<file path="config.mk">
export PLATFORM = sky130hd
export DESIGN_NAME = dmux4_dispatch_ctrl
export DESIGN_NICKNAME = d
export VERILOG_FILES = /design/src/rtl/dmux4_dispatch_ctrl_pkg.sv /design/src/rtl/DMux4Way16.sv /design/src/rtl/dispatch_slot.sv /design/src/rtl/dmux4_dispatch_ctrl.sv
export SDC_FILE = /design/constraint.sdc
export NUM_CORES = 1
export LEC_CHECK = 0
export ABC_AREA = 0
export BUFFER_PORTS_ARGS = -buffer_cell sky130_fd_sc_hd__buf_4
export CORE_MARGIN = 1
export CORE_UTILIZATION = 35
export CTS_CLUSTER_DIAMETER = 150
export CTS_CLUSTER_SIZE = 40
export DETAILED_ROUTE_END_ITERATION = 8
export GPL_ROUTABILITY_DRIVEN = 1
export GPL_TIMING_DRIVEN = 0
export SLEW_MARGIN = 10
export SYNTH_ARGS = -nofsm -noshare
export SYNTH_HDL_FRONTEND = slang
export SYNTH_HIERARCHICAL = 1
export SYNTH_SLANG_ARGS = --single-unit
</file>
<file path="constraint.sdc">
create_clock -name clk -period 2.51 [get_ports clk]
set_input_delay 0.3765 -clock clk [delete_from_list [all_inputs] [get_ports clk]]
set_output_delay 0.3765 -clock clk [all_outputs]
set_load 0.02 [all_outputs]
</file>
<file path="src/rtl/dmux4_dispatch_ctrl_pkg.sv">
// Shared constants for the 4-way dispatch controller: channel indices, mode
// encoding and the round-robin step.
package dmux4_dispatch_ctrl_pkg;

  localparam int NUM_CH = 4;

  localparam logic [1:0] CH_A = 2'd0;
  localparam logic [1:0] CH_B = 2'd1;
  localparam logic [1:0] CH_C = 2'd2;
  localparam logic [1:0] CH_D = 2'd3;

  typedef enum logic {
    MODE_SEL = 1'b0,
    MODE_RR  = 1'b1
  } mode_e;

  function automatic logic [1:0] rr_next(input logic [1:0] ptr);
    return ptr + 2'd1;
  endfunction

endpackage

</file>
<file path="src/rtl/DMux4Way16.sv">
// Data steering demux: routes the input word to the output selected by sel,
// all other outputs are zero.
module DMux4Way16 #(
  parameter int WIDTH = 16
) (
  input  logic [WIDTH-1:0] in,
  input  logic [1:0]       sel,
  output logic [WIDTH-1:0] a,
  output logic [WIDTH-1:0] b,
  output logic [WIDTH-1:0] c,
  output logic [WIDTH-1:0] d
);

  always_comb begin
    a = '0;
    b = '0;
    c = '0;
    d = '0;
    case (sel)
      2'd0:    a = in;
      2'd1:    b = in;
      2'd2:    c = in;
      default: d = in;
    endcase
  end

endmodule

</file>
<file path="src/rtl/dispatch_slot.sv">
// One output channel: single-entry word buffer with valid flag and a
// wrapping count of words taken by the consumer.
module dispatch_slot
  import dmux4_dispatch_ctrl_pkg::*;
#(
  parameter int WIDTH = 16,
  parameter int CNT_W = 8
) (
  input  logic             clk,
  input  logic             rst,
  input  logic             i_load,
  input  logic             i_flush,
  input  logic             i_ready,
  input  logic [WIDTH-1:0] i_data,
  output logic             o_valid,
  output logic [WIDTH-1:0] o_data,
  output logic [CNT_W-1:0] o_cnt
);

  logic             r_valid;
  logic [WIDTH-1:0] r_data;
  logic [CNT_W-1:0] r_cnt;
  logic             w_drain;

  assign w_drain = r_valid & i_ready;

  // A load wins over both drain and flush so a word accepted this cycle survives.
  always_ff @(posedge clk or posedge rst) begin
    if (rst) begin
      r_valid <= 1'b0;
      r_data  <= '0;
      r_cnt   <= '0;
    end else begin
      if (i_load)
        r_valid <= 1'b1;
      else if (i_flush || w_drain)
        r_valid <= 1'b0;
      if (i_load)
        r_data <= i_data;
      if (w_drain)
        r_cnt <= r_cnt + 1'b1;
    end
  end

  assign o_valid = r_valid;
  assign o_data  = r_data;
  assign o_cnt   = r_cnt;

endmodule

</file>
<file path="src/rtl/dmux4_dispatch_ctrl.sv">
// Dispatch controller: steers a single valid/ready word stream into four
// one-entry channel buffers, by explicit select or strict round-robin.
module dmux4_dispatch_ctrl
  import dmux4_dispatch_ctrl_pkg::*;
#(
  parameter int WIDTH = 16,
  parameter int CNT_W = 8
) (
  input  logic              clk,
  input  logic              reset,
  input  logic              mode,
  input  logic              flush,
  input  logic [WIDTH-1:0]  in_data,
  input  logic [1:0]        in_sel,
  input  logic              in_valid,
  output logic              in_ready,
  output logic [WIDTH-1:0]  out_a,
  output logic [WIDTH-1:0]  out_b,
  output logic [WIDTH-1:0]  out_c,
  output logic [WIDTH-1:0]  out_d,
  output logic [NUM_CH-1:0] out_valid,
  input  logic [NUM_CH-1:0] out_ready,
  output logic [1:0]        rr_ptr,
  output logic [CNT_W-1:0]  cnt_a,
  output logic [CNT_W-1:0]  cnt_b,
  output logic [CNT_W-1:0]  cnt_c,
  output logic [CNT_W-1:0]  cnt_d
);

  logic [1:0]        r_rr;
  logic [1:0]        w_tgt;
  logic              w_accept;
  logic [NUM_CH-1:0] w_load;
  logic [NUM_CH-1:0] w_valid;
  logic [WIDTH-1:0]  w_steer [NUM_CH];
  logic [WIDTH-1:0]  w_data  [NUM_CH];
  logic [CNT_W-1:0]  w_cnt   [NUM_CH];

  assign w_tgt    = (mode_e'(mode) == MODE_RR) ? r_rr : in_sel;
  assign in_ready = ~w_valid[w_tgt] | out_ready[w_tgt] | flush;
  assign w_accept = in_valid & in_ready;

  always_comb begin
    w_load = '0;
    if (w_accept)
      w_load[w_tgt] = 1'b1;
  end

  // Flush restarts the rotation at channel a, even if a word is accepted alongside.
  always_ff @(posedge clk or posedge reset) begin
    if (reset)
      r_rr <= CH_A;
    else if (flush)
      r_rr <= CH_A;
    else if (w_accept && mode_e'(mode) == MODE_RR)
      r_rr <= rr_next(r_rr);
  end

  DMux4Way16 #(.WIDTH(WIDTH)) u_steer (
    .in  (in_data),
    .sel (w_tgt),
    .a   (w_steer[CH_A]),
    .b   (w_steer[CH_B]),
    .c   (w_steer[CH_C]),
    .d   (w_steer[CH_D])
  );

  for (genvar g = 0; g < NUM_CH; g++) begin : g_slot
    dispatch_slot #(.WIDTH(WIDTH), .CNT_W(CNT_W)) u_slot (
      .clk     (clk),
      .rst     (reset),
      .i_load  (w_load[g]),
      .i_flush (flush),
      .i_ready (out_ready[g]),
      .i_data  (w_steer[g]),
      .o_valid (w_valid[g]),
      .o_data  (w_data[g]),
      .o_cnt   (w_cnt[g])
    );
  end

  assign out_valid = w_valid;
  assign rr_ptr    = r_rr;
  assign out_a     = w_data[CH_A];
  assign out_b     = w_data[CH_B];
  assign out_c     = w_data[CH_C];
  assign out_d     = w_data[CH_D];
  assign cnt_a     = w_cnt[CH_A];
  assign cnt_b     = w_cnt[CH_B];
  assign cnt_c     = w_cnt[CH_C];
  assign cnt_d     = w_cnt[CH_D];

endmodule

</file>
# Word level (Yosys, flattened, before mapping)
# Cells that the tools add are included.
[totals] register_bits=102 input_bits=27 out_inout_bits=103 wordCells=65
[op_classes] addsub=5 order_cmp=2 eq_ne=2 muxes=22 bitwise=8 n_reduce_logical=13
[ops] operator="$mux 16" count=4
[ops] operator="$add 8x1->8 const B" count=4
[ops] operator="$mux 1" count=11
[ops] operator="$reduce_bool 2->1" count=5
[ops] operator="$mux 2" count=3
[ops] operator="$and 1x1->1" count=5
[ops] operator="$bmux 1 s2" count=2
[ops] operator="$logic_or 1x1->1" count=4
[ops] operator="$mux 4" count=1
[ops] operator="$lt 2x3->1 const B" count=1
[ops] operator="$reduce_or 3->1" count=1
[ops] operator="$add 2x1->2 const B" count=1
[ops] operator="$demux 1 s2" count=1
[ops] operator="$eq 2x1->1 const B" count=1
[ops] operator="$eq 2x2->1 const B" count=1
[ops] operator="$ge 2x1->1 const B" count=1
[ops] operator="$logic_and 1x1->1" count=2
[ops] operator="$logic_not 2->1" count=1
[ops] operator="$or 1x1->1" count=2
[ops] operator="$not 1->1" count=1

# Longest topological paths before layout
# Gate-level depths: netlist (run 1).
[depth] depth_word=10 ltp_mapped=10

# Hierarchy
# The synthesis (run 1) kept the hierarchy.
[by_module_without_submodules] module="dispatch_slot" n_inst=4 cells_per_inst=67 area_each_um2=1012.2 seq_area_each_um2=625.6
[by_module_without_submodules] module="DMux4Way16" n_inst=1 cells_per_inst=78 area_each_um2=734.5 seq_area_each_um2=0.0
[by_module_without_submodules] module="dmux4_dispatch_ctrl" n_inst=1 cells_per_inst=37 area_each_um2=280.3 seq_area_each_um2=50.0

# Worst setup path after synthesis (run 1)
# No wires, ideal clock.
[synth_timing] path_kind="in2reg" from="in mode" to="reg g_slot[0].u_slot.r_data[0]" setup_time_ps=125 t_arrival_ps=2342 required_ps=2385 path_slack_ps=43 path_stages=10 path_buffers=3 cell_sequence="buf_6 > mux2i_4 > inv_2 > mux2i_1 > a211oi_2 > or4b_1 > nor2_1 > buf_6 > buf_6 > mux2_2"
[synth_via] elab_chain_cells=8 elab_cells_between_ends=17 classes_between="order compare (2); mux (9); bitwise (4); reduce/logical (2)"
[synth_rtl] element="from (decl)" line="dmux4_dispatch_ctrl.sv:11" rtl="input logic mode,"
[synth_rtl] element="$mux 2 (*)" line="dmux4_dispatch_ctrl.sv:39" rtl="assign w_tgt = (mode_e'(mode) == MODE_RR) ? r_rr : in_sel;"
[synth_rtl] element="net w_tgt[1]" line="dmux4_dispatch_ctrl.sv:31" rtl="logic [1:0] w_tgt;"
[synth_rtl] element="$bmux 1 s2" line="dmux4_dispatch_ctrl.sv:40" rtl="assign in_ready = ~w_valid[w_tgt] | out_ready[w_tgt] | flush;"
[synth_rtl] element="$mux 1 (implied by the code)" line="dmux4_dispatch_ctrl.sv:40"
[synth_rtl] element="$not 1->1" line="dmux4_dispatch_ctrl.sv:40"
[synth_rtl] element="$or 1x1->1 (2 in series)" line="dmux4_dispatch_ctrl.sv:40"
[synth_rtl] element="$and 1x1->1" line="dmux4_dispatch_ctrl.sv:41" rtl="assign w_accept = in_valid & in_ready;"
[synth_rtl] element="$mux 4 (*)" line="dmux4_dispatch_ctrl.sv:45" rtl="if (w_accept)"
[synth_rtl] element="net w_load[0]" line="dmux4_dispatch_ctrl.sv:33" rtl="logic [NUM_CH-1:0] w_load;"
[synth_rtl] element="to (signal assigned)" line="dispatch_slot.sv:39" rtl="r_data <= i_data;"
[synth_rtl] element="to (decl)" line="dispatch_slot.sv:21" rtl="logic [WIDTH-1:0] r_data;"
# The timed path passes the listed nets; every way through them passes the cells marked *. The select of a mux whose other input is x is not followed.
# A chain may end at the register's enable or synchronous reset.

# Worst setup path after layout (run 1)
[layout_timing] from="reg r_rr[1] (netlist: rr_ptr[1])" to="reg g_slot[0].u_slot.r_data[6]"
[layout_via] elab_chain_cells=8 elab_cells_between_ends=17 classes_between="order compare (2); mux (9); bitwise (4); reduce/logical (2)"
[layout_rtl] element="from (decl)" line="dmux4_dispatch_ctrl.sv:30" rtl="logic [1:0] r_rr;"
[layout_rtl] element="from (signal assigned)" line="dmux4_dispatch_ctrl.sv:56" rtl="r_rr <= rr_next(r_rr);"
[layout_rtl] element="$mux 2 (*)" line="dmux4_dispatch_ctrl.sv:39"
[layout_rtl] element="net w_tgt[1]" line="dmux4_dispatch_ctrl.sv:31"
[layout_rtl] element="$bmux 1 s2" line="dmux4_dispatch_ctrl.sv:40"
[layout_rtl] element="$mux 1 (implied by the code)" line="dmux4_dispatch_ctrl.sv:40"
[layout_rtl] element="$not 1->1" line="dmux4_dispatch_ctrl.sv:40"
[layout_rtl] element="$or 1x1->1 (2 in series)" line="dmux4_dispatch_ctrl.sv:40"
[layout_rtl] element="$and 1x1->1" line="dmux4_dispatch_ctrl.sv:41"
[layout_rtl] element="$mux 4 (*)" line="dmux4_dispatch_ctrl.sv:45"
[layout_rtl] element="net w_load[0]" line="dmux4_dispatch_ctrl.sv:33"
# Marked as above.

==> flow_results.org, run 1 <==
** Status
- Outcome :: finished, final reports clean

** Setup path
- STA puts the critical path data arrival time at 2620 ps.
- The setup path with the least slack is of type reg -> reg.
- Counting cells, the worst reg-to-reg path comes to 9.
- Category of the worst setup path capture point :: flop
- The worst setup path is launched from a flop.
- The most critical setup path has its startpoint at rr_ptr[1].
- Slack of the worst reg-to-reg path :: 110 ps
- Crit path max fanout :: 10
- Source of the worst register-to-register timing path :: rr_ptr[1]
- The endpoint identified for the worst register-to-register timing path is g_slot[0].u_slot/o_data[6].
- STA puts the critical path data required time at 2740 ps.

** Yosys
- Dominant register cell in the synthesized netlist :: sky130_fd_sc_hd__dfrtp_1
- Post-synthesis xor/xnor area fraction :: roughly 4.8%
- The synthesized netlist devotes 1.606% of its cell area to compound gates.
- Synthesis produced a netlist with a net count of 414.
- Distinct cell type count of the synthesized netlist :: 39
- After technology mapping, the gate count stands at 383.
- For this run, the number of Yosys warnings is 6.
- After synthesis, the largest family of logic cells by area is simple AND/OR/NAND/NOR gates.
- A synthesized cell averages about 13 um^2.
- For this run, the register share of the synthesized area comes to 50.41%.
- Area share of fa/ha/maj cells after synthesis :: less than 1%
- Flip-flop and latch count after synthesis :: ~100
- Cell type with the highest aggregate area in the netlist :: sky130_fd_sc_hd__dfrtp_1
- Netlist area before placement :: 5064 um^2
- After synthesis, the share of flip-flops with an asynchronous set or reset is 100.0%.
- The synthesized design contains 0 enable-type register cells.
- Simple-gate area share of the yosys netlist :: 19.42%
- In the post-synthesis netlist, the biggest area contributors are sky130_fd_sc_hd__dfrtp_1 (50%), sky130_fd_sc_hd__mux2_2 (14%), sky130_fd_sc_hd__and3b_1 (5.5%).
- Multiplexer share of the synthesized area :: 16.06%
- In this run the biggest area consumer among cell types represents between 50% and 60% of the synthesized area.

** Global routing
- Summed over all layers, the global routing overflow is 0.
- Largest net degree at the start of global routing :: 26
- The number of global-route vias before repair was 3,613.
- Initial antenna violation count :: 0
- The first global-routing pass estimated 20.02 mm of wire.
- Global routing used 18.12% of the available tracks across all layers.

** Clock network
- In this run the clock root is driven by a sky130_fd_sc_hd__clkbuf_16.
- The tree built by TritonCTS fans out to 102 sinks.
- The clock passes through at most 2 buffers.
- After clock tree synthesis, the clock-pin slew on the worst setup and hold paths is approximately 60 ps.
- The clock tree synthesis step divided the H-tree into 3 levels.
- Clock tree from TritonCTS :: done
- Clock insertion delay at the later pin of the skew report :: 340 ps
- Clock buffer count from CTS :: 9

** Die
- For this configuration, the core starts out at a cell density of between 30% and 40%.
- During I/O placement, the number of pins put on the boundary was 130.
- Core Footprint :: 13,990 um^2
- From left edge to right edge, the die measures 122.3 um.
- Die span in y :: between 100 and 150 um
- Floorplan die area :: 14,950 um^2
- In this run the core area contains 43 standard-cell rows.

** Final layout
- Net count, final :: 556
- From synthesis to final layout, the design area changed by 30.24%.
- Once layout is complete, the utilization of the core stands at a little under half.
- Number of diodes :: 0
- Proportion of layout cells with a drive suffix above 1 :: ~52%

** Hold path
- Along the worst hold path, the cell count comes to 2.
- For hold timing, the worst endpoint is rr_ptr[0].
- The tightest min-delay check is of the in -> reg type.
- In this run the most critical hold path is launched from flush.

** Drt
- The detailed router finished its first iteration with 157 violations.
- Number of optimization iterations in the first detailed-route pass :: 6
- Routed signal wires occupy layers up through met4.
- In the final routing, the length of wire on met1 measures 5.678 mm.
- Via count of the routed design :: 3,454
- Detailed-routed wire length on met3 :: 557 um
- Post-detailed-route DRC marker count :: 0
- Routed wire length :: 12.78 mm
- Dividing the detail-routed via count by the number of cells gives approximately 4.9.
- The routed design uses 6.360 mm of met2 wire.
- ANT nets after route :: 0
- Avg WL per Cell :: 18.03 um

** Power and ir drop
- For this design the ratio of total power to cell area is 742.4 nW/um^2.
- Leakage power :: 3.439 nW
- IR drop worst, VDD :: 0.4607 mV

** STA
- Worst clock skew :: 2.680 ps
- Final-report max-slew violation count :: 0
- Final setup fails :: 0
- For the pin with the worst max-slew slack, the measured transition is 1020 ps.
- Final cycle utilization of the critical path :: 95.46%
- Minimum hold slack :: 273.4 ps
- Hold violation total from the final report :: 0
- The worst pin sits at a relative slew slack of 31.90%.
- Derived from the worst setup path, the maximum achievable clock frequency is between 0.4 and 0.5 GHz.
- Setup repair after global routing missed its margin :: no
- Clock period minus worst slack :: about 2400 ps

** Placed design
- During placement, the flow inserted port buffers numbering 128.
- DPL Wire Length :: slightly above 9 mm
- Last weighted congestion value of the routability-driven placer :: 0.7767

** Run
- Max-Cap Viols :: 0
-- per-layer routing --
layer | vias up | GRT usage [%]
li1 | 1627 | -
met1 | 1730 | 23.15
met2 | 84 | 30.76
met3 | 13 | 3.299
met4 | 0 | 6.174
met5 | - | 0
-- metrics by stage --
stage                     power (mW)  cell area [um^2]  std cells  setup TNS (ps)  setup slack, ps
final                          4.896              6595        709               0            114.1
after global placement         3.539              6250        691           -4554           -262.9
after detailed placement       3.583              6250        691           -4679           -274.4
after CTS                      4.968              6595        710               0            22.90
after floorplan                2.946              5064        383               0            42.95
after global routing           5.161              6595        709               0            14.89
-- Yosys cell counts, types with 7 or more instances --
cell	count
sky130_fd_sc_hd__buf_6	24
sky130_fd_sc_hd__dfrtp_1	102
sky130_fd_sc_hd__nand4_1	8
sky130_fd_sc_hd__nor3b_2	16
sky130_fd_sc_hd__nand2_1	15
sky130_fd_sc_hd__and3_1	24
sky130_fd_sc_hd__inv_1	9
sky130_fd_sc_hd__xor2_1	12
sky130_fd_sc_hd__nor2_1	7
sky130_fd_sc_hd__xnor2_1	16
sky130_fd_sc_hd__and3b_1	32
sky130_fd_sc_hd__mux2_2	64
-- report_power, final --
part           switching [mW]  total (mW)  internal (mW)
clock                   0.568        1.35          0.777
sequential              0.245        2.14           1.90
combinational           0.716        1.41          0.691
-- state kept, by name (all words and copies together), names as in the netlist --
register,count
rr_ptr,2
g_slot.u_slot/o_cnt,32
g_slot.u_slot/o_valid,4
g_slot.u_slot/o_data,64
-- cell families after synthesis --
logic type	Yosys count
AOI/OAI and AO/OA	11
xor gates and xnor gates	28
adders and majority gates	4
buffers and inverters	37
DFF	102
muxes	70
and+or+nand+nor	131
-- cell usage in the layout, fill, tap and decap left out, types with 2 or more instances in the layout --
| cell | Yosys | layout |
|---|---|---|
| sky130_fd_sc_hd__buf_6 | 24 | 23 |
| sky130_fd_sc_hd__clkbuf_1 | 0 | 2 |
| sky130_fd_sc_hd__a211oi_2 | 1 | 2 |
| sky130_fd_sc_hd__a21oi_1 | 2 | 2 |
| sky130_fd_sc_hd__nand3b_1 | 2 | 2 |
| sky130_fd_sc_hd__nor3_2 | 4 | 4 |
| sky130_fd_sc_hd__clkbuf_8 | 0 | 4 |
| sky130_fd_sc_hd__nor3b_1 | 4 | 4 |
| sky130_fd_sc_hd__ha_1 | 4 | 4 |
| sky130_fd_sc_hd__nand3_2 | 4 | 4 |
| sky130_fd_sc_hd__clkbuf_16 | 0 | 9 |
| sky130_fd_sc_hd__nor2_1 | 7 | 5 |
| sky130_fd_sc_hd__and2_1 | 4 | 4 |
| sky130_fd_sc_hd__nand4_1 | 8 | 8 |
| sky130_fd_sc_hd__and3_1 | 24 | 24 |
| sky130_fd_sc_hd__xnor2_1 | 16 | 16 |
| sky130_fd_sc_hd__o211ai_1 | 2 | 2 |
| sky130_fd_sc_hd__nor3_1 | 2 | 2 |
| sky130_fd_sc_hd__and3b_1 | 32 | 32 |
| sky130_fd_sc_hd__xor2_1 | 12 | 12 |
| sky130_fd_sc_hd__mux2_2 | 64 | 64 |
| sky130_fd_sc_hd__dfrtp_1 | 102 | 101 |
| sky130_fd_sc_hd__inv_1 | 9 | 9 |
| sky130_fd_sc_hd__buf_4 | 2 | 132 |
| sky130_fd_sc_hd__or2_2 | 4 | 4 |
| sky130_fd_sc_hd__o31ai_1 | 2 | 2 |
| sky130_fd_sc_hd__nor3b_2 | 16 | 16 |
| sky130_fd_sc_hd__mux2_4 | 4 | 4 |
| sky130_fd_sc_hd__nand2_1 | 15 | 15 |
-- final cells by class --
cell class	instances	area (um^2)
Clock buffer	15	287.8
Timing Repair Buffer	132	1006
Buffer	26	289.0
Multi-Input combinational cell	244	2196
Sequential cell	102	2554
Inverter	10	37.54
Tap cell	180	225.2
Fill cell	1338	7393
-- timing repair --
action	CTS	global route
setup endpoints to repair	19	21
gates resized for setup	4	3
hold buffers	1	0
endpoints found under the hold margin	2	0
pin swaps	1	1
setup buffers	3	0
-- how the worst max path moves through the flow --
stage               slack (ps)  cells past startpoint                          to
global placement          -260                     10  g_slot[2].u_slot/o_data[0]
finish                     110                      9  g_slot[0].u_slot/o_data[6]
floorplan                   40                     10  g_slot[0].u_slot/o_data[0]
CTS                         20                      9  g_slot[2].u_slot/o_data[7]
global route                10                      9  g_slot[0].u_slot/o_data[2]
detailed placement        -270                     10  g_slot[2].u_slot/o_data[7]
-- critical path, stage by stage (launching register included) --
cell,delay (ps)
sky130_fd_sc_hd__dfrtp_2,420
sky130_fd_sc_hd__mux2i_4,170
sky130_fd_sc_hd__inv_2,100
sky130_fd_sc_hd__mux2i_1,180
sky130_fd_sc_hd__a211oi_2,110
sky130_fd_sc_hd__or4b_4,570
sky130_fd_sc_hd__nor2_2,120
sky130_fd_sc_hd__buf_6,120
sky130_fd_sc_hd__buf_6,150
sky130_fd_sc_hd__mux2_2,340
Power figures use the tool's default switching activity.
==> run 2: changes to the inputs <==
--- a/config.mk
+++ b/config.mk
@@ -17,5 +17,4 @@
 export SLEW_MARGIN = 10
 export SYNTH_ARGS = -nofsm -noshare
 export SYNTH_HDL_FRONTEND = slang
-export SYNTH_HIERARCHICAL = 1
 export SYNTH_SLANG_ARGS = --single-unit
==> flow_results.org, run 2 <==
** Status
- The flow ran to the end, and the final reports show no timing, DRC or antenna violations.

** Yosys
- In the synthesized netlist the dominant register cell turns out to be sky130_fd_sc_hd__dfrtp_1.
- The most common cell in the synthesized netlist is sky130_fd_sc_hd__dfrtp_1.
- Sequential elements use between 50 and 60% of the synthesized area.
- Dividing the synthesized area by the synthesized cell count gives 14.23 um^2.
- The cell area that synthesis handed to floorplanning was 4269 um^2.
- The number of nets in the synthesized netlist is 331.
- Synth top area share :: between 50 and 60%
- Most used standard cells in the synthesized netlist :: sky130_fd_sc_hd__dfrtp_1 (102), sky130_fd_sc_hd__mux2_2 (69), sky130_fd_sc_hd__xnor2_1 (19), sky130_fd_sc_hd__nand3_1 (15), sky130_fd_sc_hd__nand2_1 (14)
- Synthesis inferred 102 register bits.
- Synthesis warning total :: 0
- Synthesis produced 300 cells.
- Cell type with the highest aggregate area in the netlist :: sky130_fd_sc_hd__dfrtp_1
- Post-synthesis async set-or-reset flop share :: 100.0%
- After synthesis, the netlist uses 33 different library cells.
- In this run, synthesis inferred 0 flip-flops with an integrated enable.
- Yosys attributes the largest share of cell area to sky130_fd_sc_hd__dfrtp_1 (60%), sky130_fd_sc_hd__mux2_2 (18%), sky130_fd_sc_hd__xnor2_1 (3.9%).

** Drt
- The detail route stage leaves a number of antenna-violating nets equal to 0.
- After detailed routing, the number of remaining DRC violations is 0.
- For this block, the routed nets add up to 9.576 mm of wire.
- Starting DRC count in detailed routing :: 111
- Number of vias per cell after detailed routing :: 4.815
- Detailed routing inserted a total of approximately 2,900 vias.
- Avg WL per Cell :: 16.07 um
- Number of optimization iterations in the first detailed-route pass :: 4

** STA
- For this run, the top clock speed supported by timing is ~0.42 GHz.
- Final setup fails :: 0
- Final cycle utilization of the critical path :: 94.23%
- Setup TNS :: 0 ps
- Setup repair after global routing left no endpoint under its margin.
- Minimum hold slack :: approximately 27 ps
- Clock period minus worst slack :: 2365 ps
- Between clock sinks in the finished design, the worst skew comes to a little over 5 ps.
- The number of hold-slack violations in the final timing report was 0.
- Final-report max-slew violation count :: 0
- For the pin with the worst max-slew slack, the measured transition is 455.9 ps.
- Headroom to the max-slew limit came out at approximately 70%.

** Setup path
- Counting cells, the worst reg-to-reg path comes to 6.
- The worst setup path is launched from a flop.
- The setup check on the worst reg-to-reg path leaves a slack of 180 ps.
- Critical path, cell by cell :: mux2i_2 -> mux2i_1 -> mux2i_4 -> nand2_1 -> buf_4
- Source of the worst register-to-register timing path :: rr_ptr[0]
- STA classifies the critical path endpoint as an output pin.
- Last element of the critical path :: in_ready
- In this run the worst setup path begins at rr_ptr[0].
- The worst setup path is of the reg -> out kind.
- At the worst endpoint, the arrival time is 1990 ps.
- The largest individual stage delay along the critical path comes from the cell sky130_fd_sc_hd__dfrtp_1.
- For this run, the slowest stage of the critical path takes 480 ps.
- Worst reg2reg path endpoint :: g_slot[1].u_slot.o_data[9]
- Required time worst endpoint :: 2130 ps
- Of all nets on the critical path, the largest fanout is 9.

** Final layout
- The register with the most flip-flops in the layout has 64 of them.
- Cell Count, Final, Fillers Out :: ~600
- Most frequent standard cell in the layout excluding fill and tap cells :: sky130_fd_sc_hd__buf_4
- Net count, final :: 479
- The top cell types in the final layout, fill and taps aside, are sky130_fd_sc_hd__buf_4 (140), sky130_fd_sc_hd__dfrtp_1 (102), sky130_fd_sc_hd__mux2_2 (69).
- Layout-stage area growth over the synthesis result :: 35.64%
- Once layout is done, the placed cells without fillers occupy between 5000 and 6000 um^2.
- Number of diodes :: 0
- Proportion of layout cells with a drive suffix above 1 :: a little over half

** Clock network
- Clock buffer count from CTS :: 9
- Clock insertion delay at the later pin of the skew report :: between 300 and 400 ps
- In this run the number of H-tree levels came out at 3.
- Number of sinks driven by the clock tree :: 102
- In this run, post-CTS hold repair placed 0 buffers.
- After clock tree synthesis, the clock-pin slew on the worst setup and hold paths is roughly 70 ps.
- Root buf cell :: sky130_fd_sc_hd__clkbuf_16
- Max clock buf depth :: 2
- Clock tree from TritonCTS :: done

** Placed design
- Cell total after placement :: 575
- At the end of routability-driven placement, the weighted congestion stood at 0.7944.
- Summed over all nets, the half-perimeter wirelength after detailed placement is between 6 and 7 mm.
- Count of buffers inserted at the top-level ports :: about 130
- After detailed placement, the total cell area comes to 5480 um^2.

** Die
- Site row count :: 39
- The floorplan step defined a core boundary enclosing roughly 12,000 um^2.
- From bottom edge to top edge, the die measures about 110 um.
- The die covers 12,640 um^2.
- Horizontal die dimension :: 112.4 um
- For this configuration, the core starts out at a cell density of 36.61%.
- Boundary Pins :: 130

** Global routing
- The number of antenna violations at the first check in global routing came to 0.
- Summed over all layers, the global routing overflow is 0.
- The number of global-route vias before repair was 2,963.
- In the global route stage, overall resource usage came out at 16.21%.
- Global-route wire length before repair :: about 16 mm
- Largest net degree at the start of global routing :: 37

** Power and ir drop
- For this design the ratio of total power to cell area is 936.2 nW/um^2.
- In this run the static leakage power is 2.742 nW.
- Across the VDD grid, the largest voltage drop is 0.4662 mV.
- Total power :: roughly 5.4 mW

** Hold path
- The path class of the tightest hold or removal check is in -> async.

** Run
- Max-cap violations in this run came to 0.
-- run 2: changes by cell type in the layout (fill, tap and decap cells not counted), moves of 5 or more --
cell	before	now
sky130_fd_sc_hd__and3b_1	32	3
sky130_fd_sc_hd__and3_1	24	2
sky130_fd_sc_hd__buf_6	23	4
sky130_fd_sc_hd__nor3b_2	16	0
sky130_fd_sc_hd__nand3_1	1	15
sky130_fd_sc_hd__buf_4	132	140
sky130_fd_sc_hd__nor2_1	5	11
sky130_fd_sc_hd__mux2_2	64	69
sky130_fd_sc_hd__nand4_1	8	3
-- run 2: critical path, delay by kind of cell (launching register included) --
family | cells | cell delay (ps)
flops | 1 | 480
buf+inv | 1 | 180
mux | 3 | 880
simple gates | 1 | 100
-- run 2: layer usage --
metal  track usage (%)  share of wire [%]  vias to the layer above
met5                 0                  0                        -
met4             6.667                1.4                        0
met3             4.212                4.9                        8
met2             25.59                 47                       81
met1             21.27                 47                     1443
li1                  -                  -                     1338
-- run 2: cell families (layout without fill, tap and decap cells) --
group                    count (synthesis)  count (layout)  share of synthesized area, %
AO/OA/AOI/OAI                           15              15                         3.517
XOR/XNOR                                28              28                         5.745
adder cells (fa/ha/maj)                  4               4                         1.172
buffers and inverters                   18             171                         2.813
flip-flops                             102             102                         59.79
multiplexers                            75              75                         20.02
AND/OR/NAND/NOR                         58              58                         6.946
-- run 2: through the flow --
stage / setup slack, ps / utilization (%)
3_3_place_gp: -190.8 / 46.48
2_1_floorplan: 181.0 / -
3_5_place_dp: -234.1 / 46.99
4_1_cts: 30.90 / 49.52
5_1_grt: 24.27 / 49.65
6_report: 144.9 / 49.65
-- run 2: what timing repair did --
| item | 4_1_cts | 5_1_grt |
|---|---|---|
| gates resized for setup | 1 | 0 |
| gates cloned | 0 | 0 |
| pin swaps | 4 | 1 |
| setup endpoints to repair | 35 | 9 |
| hold endpoints to repair | 0 | 0 |
| setup buffers | 3 | 2 |
-- run 2: area by class of cell --
class,count,area [um^2]
Buffer,11,93.84
Clock buffer,11,232.7
Clock inverter,5,36.28
Fill cell,1048,5872
Inverter,7,30.03
Multi-Input combinational cell,180,1600
Sequential cell,102,2552
Tap cell,143,178.9
Timing Repair Buffer,137,1066
-- run 2: worst min path at each step --
| stage | endpoint | slack, ps | cells past startpoint |
|---|---|---|---|
| 2_1_floorplan | g_slot[0].u_slot.o_data[10] | 510 | 1 |
| 3_3_place_gp | g_slot[1].u_slot.o_cnt[7] | 460 | 1 |
| 3_5_place_dp | g_slot[2].u_slot.o_cnt[3] | 390 | 2 |
| 4_1_cts | g_slot[2].u_slot.o_cnt[6] | 20 | 2 |
| 5_1_grt | g_slot[2].u_slot.o_cnt[6] | 40 | 2 |
| 6_report | g_slot[2].u_slot.o_cnt[6] | 30 | 2 |
-- run 2: where the power goes --
| part | leakage, nW | internal (mW) | switching [mW] |
|---|---|---|---|
| sequential | 1.27 | 2.04 | 0.298 |
| clock | 0.122 | 0.673 | 0.605 |
| combinational | 1.35 | 0.884 | 0.923 |
| total | 2.74 | 3.60 | 1.83 |
==> run 3: changes to the inputs <==
--- a/config.mk
+++ b/config.mk
@@ -18,3 +18,4 @@
 export SYNTH_ARGS = -nofsm -noshare
 export SYNTH_HDL_FRONTEND = slang
 export SYNTH_SLANG_ARGS = --single-unit
+export TNS_END_PERCENT = 10
==> constraint.sdc (replaced) <==
create_clock -name clk -period 2.19 [get_ports clk]
set_input_delay 0.3285 -clock clk [delete_from_list [all_inputs] [get_ports clk]]
set_output_delay 0.3285 -clock clk [all_outputs]
set_load 0.02 [all_outputs]
==> flow_results.org, run 3 (synthesis gave the netlist of run 2 again) <==
** Power and ir drop
- IR analysis of the VDD net gives a maximum drop of 0.5346 mV.
- Power per cell area :: around 1100 nW/um^2
- Summed over all cells, the static leakage comes to 2.769 nW.

** Setup path
- In this run the worst path has a maximum fanout of 6.
- Critical path, cell by cell :: mux2i_4 -> mux2i_2 -> mux2i_4 -> nand2_1 -> buf_4
- By instance count, the cell type seen most on the critical path is sky130_fd_sc_hd__mux2i_4.
- The slowest stage of the critical path is the sky130_fd_sc_hd__dfrtp_2 cell.
- Slack of the worst reg-to-reg path :: 70 ps
- Broken down by cell family, the worst path's largest delay share belongs to multiplexers.
- Data on the critical path is required at its endpoint by roughly 1900 ps.
- The critical path is of the reg -> out type.
- Max incr delay on CP :: 460 ps
- Counting both buffers and inverters, the worst setup path holds a total of 1.
- The worst setup path is captured at an output pin.
- Data arrives at the worst endpoint at 1800 ps.
- The worst setup path is launched from a flop.

** Global routing
- Global routing consumed, over all layers together, between 15 and 20% of the routing resources.
- The number of global-route vias before repair came to 2,985.
- Largest net degree at the start of global routing :: 37
- Global-route wire length before repair :: between 15 and 20 mm
- For this run the aggregate overflow at the end of global routing stands at 0.
- Initial antenna violation count :: 0

** STA
- The number of hold-slack violations in the final timing report was 0.
- Final setup fails :: 0
- Relative slew margins :: 71.62%
- The total count of max-transition violations in the final report was 0.
- Final cycle utilization of the critical path :: 97.26%
- Actual slew at the worst max-slew pin :: 416.8 ps
- Subtracting the final worst setup slack from the clock period gives 2130 ps.
- Clock skew on the completed layout was measured at 4.971 ps.
- Setup repair after global routing missed its margin :: yes
- Peak Freq :: 0.4695 GHz

** Final layout
- Net count, final :: 481
- Proportion of layout cells with a drive suffix above 1 :: 55.16%
- The library cells used most frequently in the layout, excluding fill and tap cells, are sky130_fd_sc_hd__buf_4 (139), sky130_fd_sc_hd__dfrtp_1 (100), sky130_fd_sc_hd__mux2_2 (61).
- Final standard cell area without fillers :: 5879 um^2
- Number of diodes :: 0
- End-of-flow core utilization :: between 50% and 60%
- Summing all flip-flop and latch instances after layout gives 2555 um^2.
- In the final layout, the multi-input gates occupy between 1500 and 2000 um^2.
- The library cell used most frequently in the layout, excluding fill and tap cells, is sky130_fd_sc_hd__buf_4.
- Flip-flop count of the largest register, all copies and words added :: 64
- Compared with the post-synthesis result, the final layout area differs by 37.72%.
- Filler cells :: 1,045

** Die
- After floorplanning, the core was sized to cover 11,660 um^2.
- After floorplanning, the core was divided into 39 placement rows.
- Boundary Pins :: 130
- Horizontal die dimension :: approximately 110 um
- The floorplan step defined a die boundary enclosing between 10,000 and 15,000 um^2.
- Initial Utilization :: between 30% and 40%
- Measured along the y axis, the die boundary spans between 100 and 150 um.

** Placed design
- Count of buffers inserted at the top-level ports :: 129
- At the end of routability-driven placement, the weighted congestion stood at 0.7944.
- Summing all placed instances gives a cell area of 5480 um^2.
- The HPWL after detailed placement is 6.864 mm.

** Clock network
- Root buf cell :: sky130_fd_sc_hd__clkbuf_16
- Clock tree from TritonCTS :: done
- In this run, CTS created clock tree buffers numbering 9.
- The tree built by TritonCTS fans out to between 100 and 150 sinks.
- Clock transition time at the flip-flop clock pins of the worst setup and hold paths :: 70 ps
- Clock insertion delay at the later pin of the skew report :: 340 ps
- In this run the number of H-tree levels came out at 3.
- Max clock buf depth :: 2

** Drt
- Via count of the routed design :: 2,905
- Number of optimization iterations in the first detailed-route pass :: 4
- ANT nets after route :: 0
- In the routed layout, each cell is associated on average with a via count of between 4 and 5.
- Dividing the detail-routed wire length by the instance count gives 16.21 um.
- For this block, the initial DRC count from the detailed router was 100.
- Post-detailed-route DRC marker count :: 0
- The final layout contains routed wiring with a total length of 9.691 mm.

** Hold path
- The worst hold path belongs to the class in -> reg.

** Run
- Max-Cap Viols :: 0

** Status
- Outcome :: finished, final reports clean
## run 3: layer usage
metal	vias to the layer above	GRT usage, %	share of wire, %
li1	1346	-	-
met1	1470	21.39	47
met2	81	25.92	47
met3	8	4.212	4.8
met4	0	6.667	1.4
met5	-	0	0
## run 3: worst reg2reg max path, cell delays in order, from the launching register on
cell and delay [ps]:
sky130_fd_sc_hd__dfrtp_2 460, sky130_fd_sc_hd__mux2i_4 220, sky130_fd_sc_hd__mux2i_2 290, sky130_fd_sc_hd__mux2i_4 180, sky130_fd_sc_hd__a211oi_4 290, sky130_fd_sc_hd__buf_6 210
sky130_fd_sc_hd__mux2_2 350
## run 3: final timing paths
path / from / end / cells past startpoint
worst max register to register: rr_ptr[0] / g_slot[1].u_slot.o_data[3] / 6
min in group asynchronous: reset / g_slot[2].u_slot.o_cnt[6] / 3
worst min register to register: g_slot[3].u_slot.o_cnt[7] / g_slot[3].u_slot.o_cnt[7] / 1
worst max-delay path: rr_ptr[0] / in_ready / 5
max in group asynchronous: reset / rr_ptr[0] / 5
worst min-delay path: in_data[10] / g_slot[0].u_slot.o_data[10] / 2
## run 3: final cells by class
type	instances	share of cell area [%]
Inverter	7	0.5107
Clock buffer	11	3.958
Sequential cell	102	43.46
Clock inverter	5	0.6172
Buffer	11	1.596
Multi-Input combinational cell	180	28.37
Timing Repair Buffer	139	18.45
Tap cell	143	3.043
## run 3: where the power goes
group / total, mW / switching (mW) / internal [mW]
Sequential: 2.68 / 0.344 / 2.34
Combinational: 2.12 / 1.07 / 1.05
Clock: 1.47 / 0.695 / 0.771
Total: 6.26 / 2.11 / 4.16
## run 3: timing repair
item | 4_1_cts | 5_1_grt
hold buffers | 1 | 0
buffers inserted | 5 | 1
endpoints found under the setup margin | 69 | 34
hold endpoints to repair | 13 | 0
pin swaps | 4 | 2
gates resized for setup | 9 | 11
## run 3: metrics by stage
stage | total power [mW] | setup TNS (ps) | hold slack, ps | std cells | setup slack, ps
after floorplan | 3.814 | -2643 | 463.2 | 300 | -139.0
after global placement | 4.742 | -23930 | 460.1 | 572 | -462.8
after detailed placement | 4.805 | -19920 | 345.6 | 575 | -525.7
after CTS | 6.330 | -18.08 | 210.1 | 597 | -12.07
after global routing | 6.593 | -388.2 | 219.0 | 598 | -42.69
final | 6.265 | 0 | 228.3 | 598 | 59.96
